--- config.mk ---
export PLATFORM = sky130hd
export DESIGN_NAME = demux1_4_stream
export DESIGN_NICKNAME = d
export VERILOG_FILES = /design/src/rtl/demux1_4_stream.sv
export SDC_FILE = /design/constraint.sdc
export NUM_CORES = 1
export LEC_CHECK = 0
export CORE_MARGIN = 4
export CORE_UTILIZATION = 41
export CTS_BUF_LIST = sky130_fd_sc_hd__clkbuf_4 sky130_fd_sc_hd__clkbuf_8
export CTS_CLUSTER_DIAMETER = 120
export DETAILED_ROUTE_END_ITERATION = 10
export GPL_TIMING_DRIVEN = 0
export PLACE_DENSITY = 0.8
export SLEW_MARGIN = 20
export SYNTH_ARGS = -nofsm -noshare
export SYNTH_HDL_FRONTEND = slang
export SYNTH_SLANG_ARGS = --single-unit
--- constraint.sdc ---
create_clock -name clk -period 1.5 [get_ports clk]
set_input_delay 0.225 -clock clk [delete_from_list [all_inputs] [get_ports clk]]
set_output_delay 0.225 -clock clk [all_outputs]
set_load 0.02 [all_outputs]
--- src/rtl/demux1_4_stream.sv ---
// demux1_4_stream
// ---------------
// Routes a single valid/ready input stream to one of four output channels.
// The destination is chosen per beat by 'sel'. Every channel owns a
// one-entry output register, so a consumer that stalls only blocks beats
// addressed to its own channel; beats for the other channels keep flowing.
//
// Ports
//   clk                 system clock, rising-edge active
//   rst                 synchronous active-high reset
//   sel[1:0]            destination channel of the current input beat
//   sin[DW-1:0]         input data
//   sin_vld             input beat valid
//   sin_rdy             block can accept the input beat this cycle
//   p0..p3[DW-1:0]      channel data (registered)
//   p0_vld..p3_vld      channel holds a valid beat (registered)
//   p0_rdy..p3_rdy      consumer accepts the beat held on the channel
//   pend[3:0]           bit k mirrors pk_vld
module demux1_4_stream #(
  parameter int DW = 2
) (
  input  logic          clk,
  input  logic          rst,
  input  logic [1:0]    sel,
  input  logic [DW-1:0] sin,
  input  logic          sin_vld,
  output logic          sin_rdy,
  output logic [DW-1:0] p0,
  output logic [DW-1:0] p1,
  output logic [DW-1:0] p2,
  output logic [DW-1:0] p3,
  output logic          p0_vld,
  output logic          p1_vld,
  output logic          p2_vld,
  output logic          p3_vld,
  input  logic          p0_rdy,
  input  logic          p1_rdy,
  input  logic          p2_rdy,
  input  logic          p3_rdy,
  output logic [3:0]    pend
);

  logic [DW-1:0] d_q [4];
  logic [DW-1:0] d_d [4];
  logic [3:0]    v_q;
  logic [3:0]    v_d;
  logic [3:0]    p_rdy_vec;
  logic          accept;

  assign p_rdy_vec = {p3_rdy, p2_rdy, p1_rdy, p0_rdy};

  // The selected channel has room if it is empty or is being drained on this
  // same edge. Deliberately independent of sin_vld so no valid->ready loop
  // is formed through this block.
  always_comb begin
    sin_rdy = !rst && (!v_q[sel] || p_rdy_vec[sel]);
    accept  = sin_vld && sin_rdy;
  end

  // Next-state for every channel. A drain clears the valid flag, but an
  // accept into the same channel on the same edge wins, which lets one
  // channel sustain a beat every cycle. Data only changes on an accept, so
  // a stalled channel holds its beat stable.
  always_comb begin
    for (int k = 0; k < 4; k++) begin
      d_d[k] = d_q[k];
      v_d[k] = v_q[k];
      if (v_q[k] && p_rdy_vec[k]) begin
        v_d[k] = 1'b0;
      end
      if (accept && (sel == 2'(k))) begin
        d_d[k] = sin;
        v_d[k] = 1'b1;
      end
    end
  end

  // Channel registers; reset discards any buffered beats.
  always_ff @(posedge clk) begin
    if (rst) begin
      v_q <= 4'b0000;
      for (int k = 0; k < 4; k++) begin
        d_q[k] <= '0;
      end
    end else begin
      v_q <= v_d;
      for (int k = 0; k < 4; k++) begin
        d_q[k] <= d_d[k];
      end
    end
  end

  assign p0     = d_q[0];
  assign p1     = d_q[1];
  assign p2     = d_q[2];
  assign p3     = d_q[3];
  assign p0_vld = v_q[0];
  assign p1_vld = v_q[1];
  assign p2_vld = v_q[2];
  assign p3_vld = v_q[3];
  assign pend   = v_q;

endmodule

======== After elaboration in Yosys (flattened, before gate mapping) ========
Memory sizes are Yosys's and may differ from the RTL's.
Cells that the tools add are included.
storage, ports and cells
  output and inout bits ................... 17
  bits of input ports ..................... 11
  bits in latches ......................... 0
  memories kept ........................... 1
  register bits ........................... 4
  bits in read-only memories .............. 0
  memory bits (writable) .................. 8
memories
  memory  words  width  rd ports  clocked after Yosys merged registers in  write ports  line  source
  d_q     4      2      4         0                                        4            43    logic [DW-1:0] d_q [4];
cells by class
  reduce and logical (&&, ||, !) cells .... 18
  $mul .................................... 0
  shift-type cells ........................ 0
  equal/unequal tests ..................... 3
  divide/modulo/power cells ............... 0
  add/subtract/negate cells ............... 0
  bitwise operators ....................... 4
  $lt $le $gt $ge ......................... 1
  muxes and demuxes ....................... 23
operators with widths
  operator                                                                      number
  2-bit two-way mux                                                             8
  1-bit two-way mux                                                             13
  1-bit logical AND                                                             10
  2-bit nonzero test                                                            4
  1-bit binary-select mux with 2-bit select                                     2
  2-bit equality test, second input constant                                    2
  1-bit OR                                                                      4
  2-bit by 3-bit less-than comparator with 1-bit output, second input constant  1
  2-bit by 1-bit equality test with 1-bit output, second input constant         1
  1-bit logical NOT                                                             2
  2-bit logical NOT                                                             1
  1-bit logical OR                                                              1

======== Longest topological paths before layout ========
  word-level depth ........................ 9
  mapped depth ............................ 4

======== Least setup slack after synthesis ========
Ideal clock, no wire load.
  path type ............................... register to output
  start ................................... register v_q[0] (netlist: pend[0])
  end ..................................... output sin_rdy
  path slack .............................. 0.040 ns
  data arrival time ....................... 1.235 ns
  cell stages (with the launch flop) ...... 4
  path buffers ............................ 0
  data required time ...................... 1.275 ns
  cell sequence ........................... dfxtp_1 > nand2b_4 > mux4_2 > and2_1
on the way
  word-level cells in the longest chain between the ends .. 5
ends and longest elaborated chain
  item                                       line  source
  start, declared                            45    logic [3:0] v_q;
  start signal, assigned                     86    v_q <= v_d;
  1-bit binary-select mux with 2-bit select  56    sin_rdy = !rst && (!v_q[sel] || p_rdy_vec[sel]);
  1-bit two-way mux (implied by the code)    56
  1-bit logical NOT                          56
  1-bit logical OR                           56
  1-bit logical AND                          56
  end, declared                              27    output logic sin_rdy,
No other way between the ends. The select of a mux whose other input is x is not followed.

======== Worst setup path in the final report ========
  start ................................... register v_q[3] (netlist: pend[3])
  end ..................................... output sin_rdy
Same word-level chain as after synthesis.

==> run_results.csv <==
group,metric,value,unit
floorplanning,die_w,46.4,µm
yosys,synth_fa_ha_area_frac,0,
clock_network,cts_buffer_depth,2,
clock_network,cts_root_buf,"clkbuf_4",
finish,register_area,250,µm²
timing,finalMaxSlewViolations,0,
finish,syn_to_final_growth,61.2,%
yosys,synth_nets,75,
timing,fin_skew,0.00350,ns
finish,antenna_cells,0,
yosys,synth_xor_area_frac,0,
yosys,ys_seq_elements,12,
global_routing,grt_max_degree,12,
timing,setup_violations,1,
timing,hold_violations,0,
placement,place_congestion,0.843,
timing,max_freq,600,MHz
clock_network,hold_buffers,0,
run_status,violations,"setup timing",
critical_path,start_kind,"flip-flop",
placement,place_hpwl,1110,µm
pwr,switchingPower,0.000188,W
critical_path,crit_slowest_cell,"mux4_2",
clock_network,path_clk_slew,0.08,ns
critical_path,slowest_delay,0.45,ns
finish,multi_input_comb_area,325,µm²
critical_path,r2r-end,"d_q[1][0]",
timing,rsz0062_at_grt,"true",
yosys,yosys.area_share.simple,0.331,
timing,min_period,1.67,ns
clock_network,clock-sinks,12,
yosys,synth_top_family_by_area,"simple AND/OR/NAND/NOR gates",
yosys,synth_compound_area_frac,0.0992,
pwr,max-vdd-ir-drop,0.505,mV
critical_path,r2r_slack,0.46,ns
placement,post-place-cells,106,
critical_path,worstPathRequired,1.27,ns
floorplanning,die_y,46.4,µm
critical_path,crit_chain,"nand2b_4, mux4_2, and2_4, buf_6",
yosys,seq_area_frac_synth,0.397,
clock_network,cts_tree,"built",
yosys,syn_inst,64,
clock_network,insertion_delay,0.28,ns
pwr,clkPwrFrac,0.352,
yosys,avgSynthCellArea,9.46,µm²
critical_path,rr_worst_depth,3,
pwr,power,0.000740,W
finish,stdcell_area,976,µm²
yosys,synth_cell_types,19,
route,drc,0,
critical_path,critPathCaptureType,"output pin",
timing,slew-limit-headroom,0.754,
floorplanning,die-area,2160,µm²
global_routing,antenna_found_initial,0,
route,vias,572,
critical_path,worstPathArrival,1.44,ns
floorplanning,io_pins,28,
pwr,sw_frac_of_total,0.255,
yosys,ys.warnings.count,0,
finish,fillers,111,
critical_path,startpoint,"pend[3]",
global_routing,grt_pass1_wl,2350,µm
pwr,leakage,0.532,nW
timing,layout_setup_ws,-0.166,ns
global_routing,grt-ovfl-total,0,
clock_network,cts.htree.levels,1,
critical_path,critPathCapture,"sin_rdy",
pwr,combPwrFrac,0.193,
route,via_per_inst,5.06,
critical_path,critPathKind,"reg -> out",
route,drtIter0Drc,5,
timing,fin_setup_tns,-0.166,ns
placement,placed_area,895,µm²
route,wirelength,1470,µm
placement,portBuffers,27,
global_routing,grt_pass1_vias,554,
yosys,muxShareOfSynthArea,0.103,
pwr,cell_internal_pwr,0.000552,W
yosys,synth_area,606,µm²
timing,worstMarginPinSlew,0.364,ns
pwr,sequentialPowerShare,0.455,
route,antenna_left,0,
critical_path,path_max_fanout,3,
finish,stdcell_count,113,
timing,fin_crit_sh,1.11,
route,dr.pass1.iters,4,
clock_network,numCtsBuffers,3,
critical_path,r2r-start,"pend[1]",
run_status,status,"finished, violations left",
finish,nets,110,
finish,drive_above_1_share,0.255,
floorplanning,fp-row-count,13,
hold_path,worst_hold_path_type,"in -> reg",
route,wire_per_inst,13.0,µm
floorplanning,start_util,0.449,
flow_run,drv_cap,0,
global_routing,grt_use_total,0.158,
pwr,power.density,758,nW/µm²
floorplanning,core-area,1350,µm²
how the worst min path moves through the flow:
stage,startpoint,endpoint,depth (start not counted)
floorplan,rst,pend[2],1
CTS,p3_rdy,pend[3],3
finish,p2_rdy,pend[2],4
detailed placement,d_q[2][0],d_q[2][0],2
global route,sel[1],pend[3],3
global placement,d_q[3][1],d_q[3][1],2
worst max-delay path, delay by kind of cell (launching register included):
family | cells | cell delay, ns
mux | 1 | 0.45
flops | 1 | 0.36
buf+inv | 1 | 0.12
simple gates | 2 | 0.23
power by group through the flow:
stage | Clock (W) | Combinational [W] | Sequential, W
after floorplan | 0 | 0.0000557 | 0.000360
after global placement | 0 | 0.000145 | 0.000346
after detailed placement | 0 | 0.000147 | 0.000346
after CTS | 0.000268 | 0.000143 | 0.000339
after global routing | 0.000289 | 0.000153 | 0.000339
final | 0.000261 | 0.000143 | 0.000337
final cells by class:
cell class / instances / share of cell area
Multi-Input combinational cell: 45 / 0.333
Sequential cell: 12 / 0.256
Tap cell: 15 / 0.0192
Clock buffer: 4 / 0.0372
Inverter: 1 / 0.00385
Buffer: 5 / 0.0423
Timing Repair Buffer: 31 / 0.308
timing repair:
item / CTS / global route
gates resized for setup: 24 / 7
pin swaps: 0 / 0
setup buffers: 2 / 2
hold endpoints to repair: 0 / 0
endpoints found under the setup margin: 9 / 6
gates cloned: 0 / 0
cell families (layout without fill, tap and decap cells):
| family | after synthesis | in the layout |
|---|---|---|
| flops | 12 | 12 |
| buf+inv | 7 | 41 |
| simple gates | 32 | 32 |
| compound gates | 8 | 8 |
| mux | 5 | 5 |
registers in the layout, indices dropped and copies added (netlist names):
name / count
d_q: 8
pend: 4
metal layers:
layer,wire (µm),GRT usage,share of wire,vias to the layer above
met1,621,0.178,0.42,253
li1,-,-,-,289
met5,0,0,0,-
met3,152,0.0664,0.10,2
met2,688,0.266,0.47,28
met4,11,0.0511,0.0075,0
cell usage in the layout, fill, tap and decap left out:
master,n
clkdlybuf4s50_1,10
clkbuf_8,1
dlygate4sd2_1,11
mux4_2,1
nor2b_1,3
nor4b_2,1
and2_4,1
o311ai_0,4
buf_6,2
nor4bb_1,1
nand2_1,12
nand2b_4,4
clkbuf_4,3
dlymetal6s2s_1,5
dfxtp_4,2
inv_1,1
a21oi_1,2
o21a_1,2
nand2b_1,2
dfxtp_2,2
dfxtp_1,8
mux2i_1,4
nor2_1,2
nand3_1,6
buf_4,8
through the flow:
step,setup WS [ns],util,hold slack [ns]
2_1_floorplan,0.0398,-,0.294
3_3_place_gp,-0.783,0.663,0.451
3_5_place_dp,-0.788,0.663,0.458
4_1_cts,-0.181,0.699,0.369
5_1_grt,-0.205,0.723,0.439
6_report,-0.166,0.723,0.433
synth_stat cells:
cell type | n | area [µm²]
dfxtp_1 | 12 | 240
nand2_1 | 12 | 45.0
nand3_1 | 6 | 30.0
buf_4 | 4 | 30.0
mux2i_1 | 4 | 40.0
nand2b_4 | 4 | 55.1
o311ai_0 | 4 | 35.0
nor2b_1 | 3 | 18.8
a21oi_1 | 2 | 10.0
nand2b_1 | 2 | 12.5
nor2_1 | 2 | 7.51
o21a_1 | 2 | 15.0
and2_1 | 1 | 6.26
buf_2 | 1 | 5.00
clkbuf_1 | 1 | 3.75
inv_1 | 1 | 3.75
mux4_2 | 1 | 22.5
nor4b_2 | 1 | 15.0
nor4bb_1 | 1 | 10.0
Power figures use the tool's default switching activity.
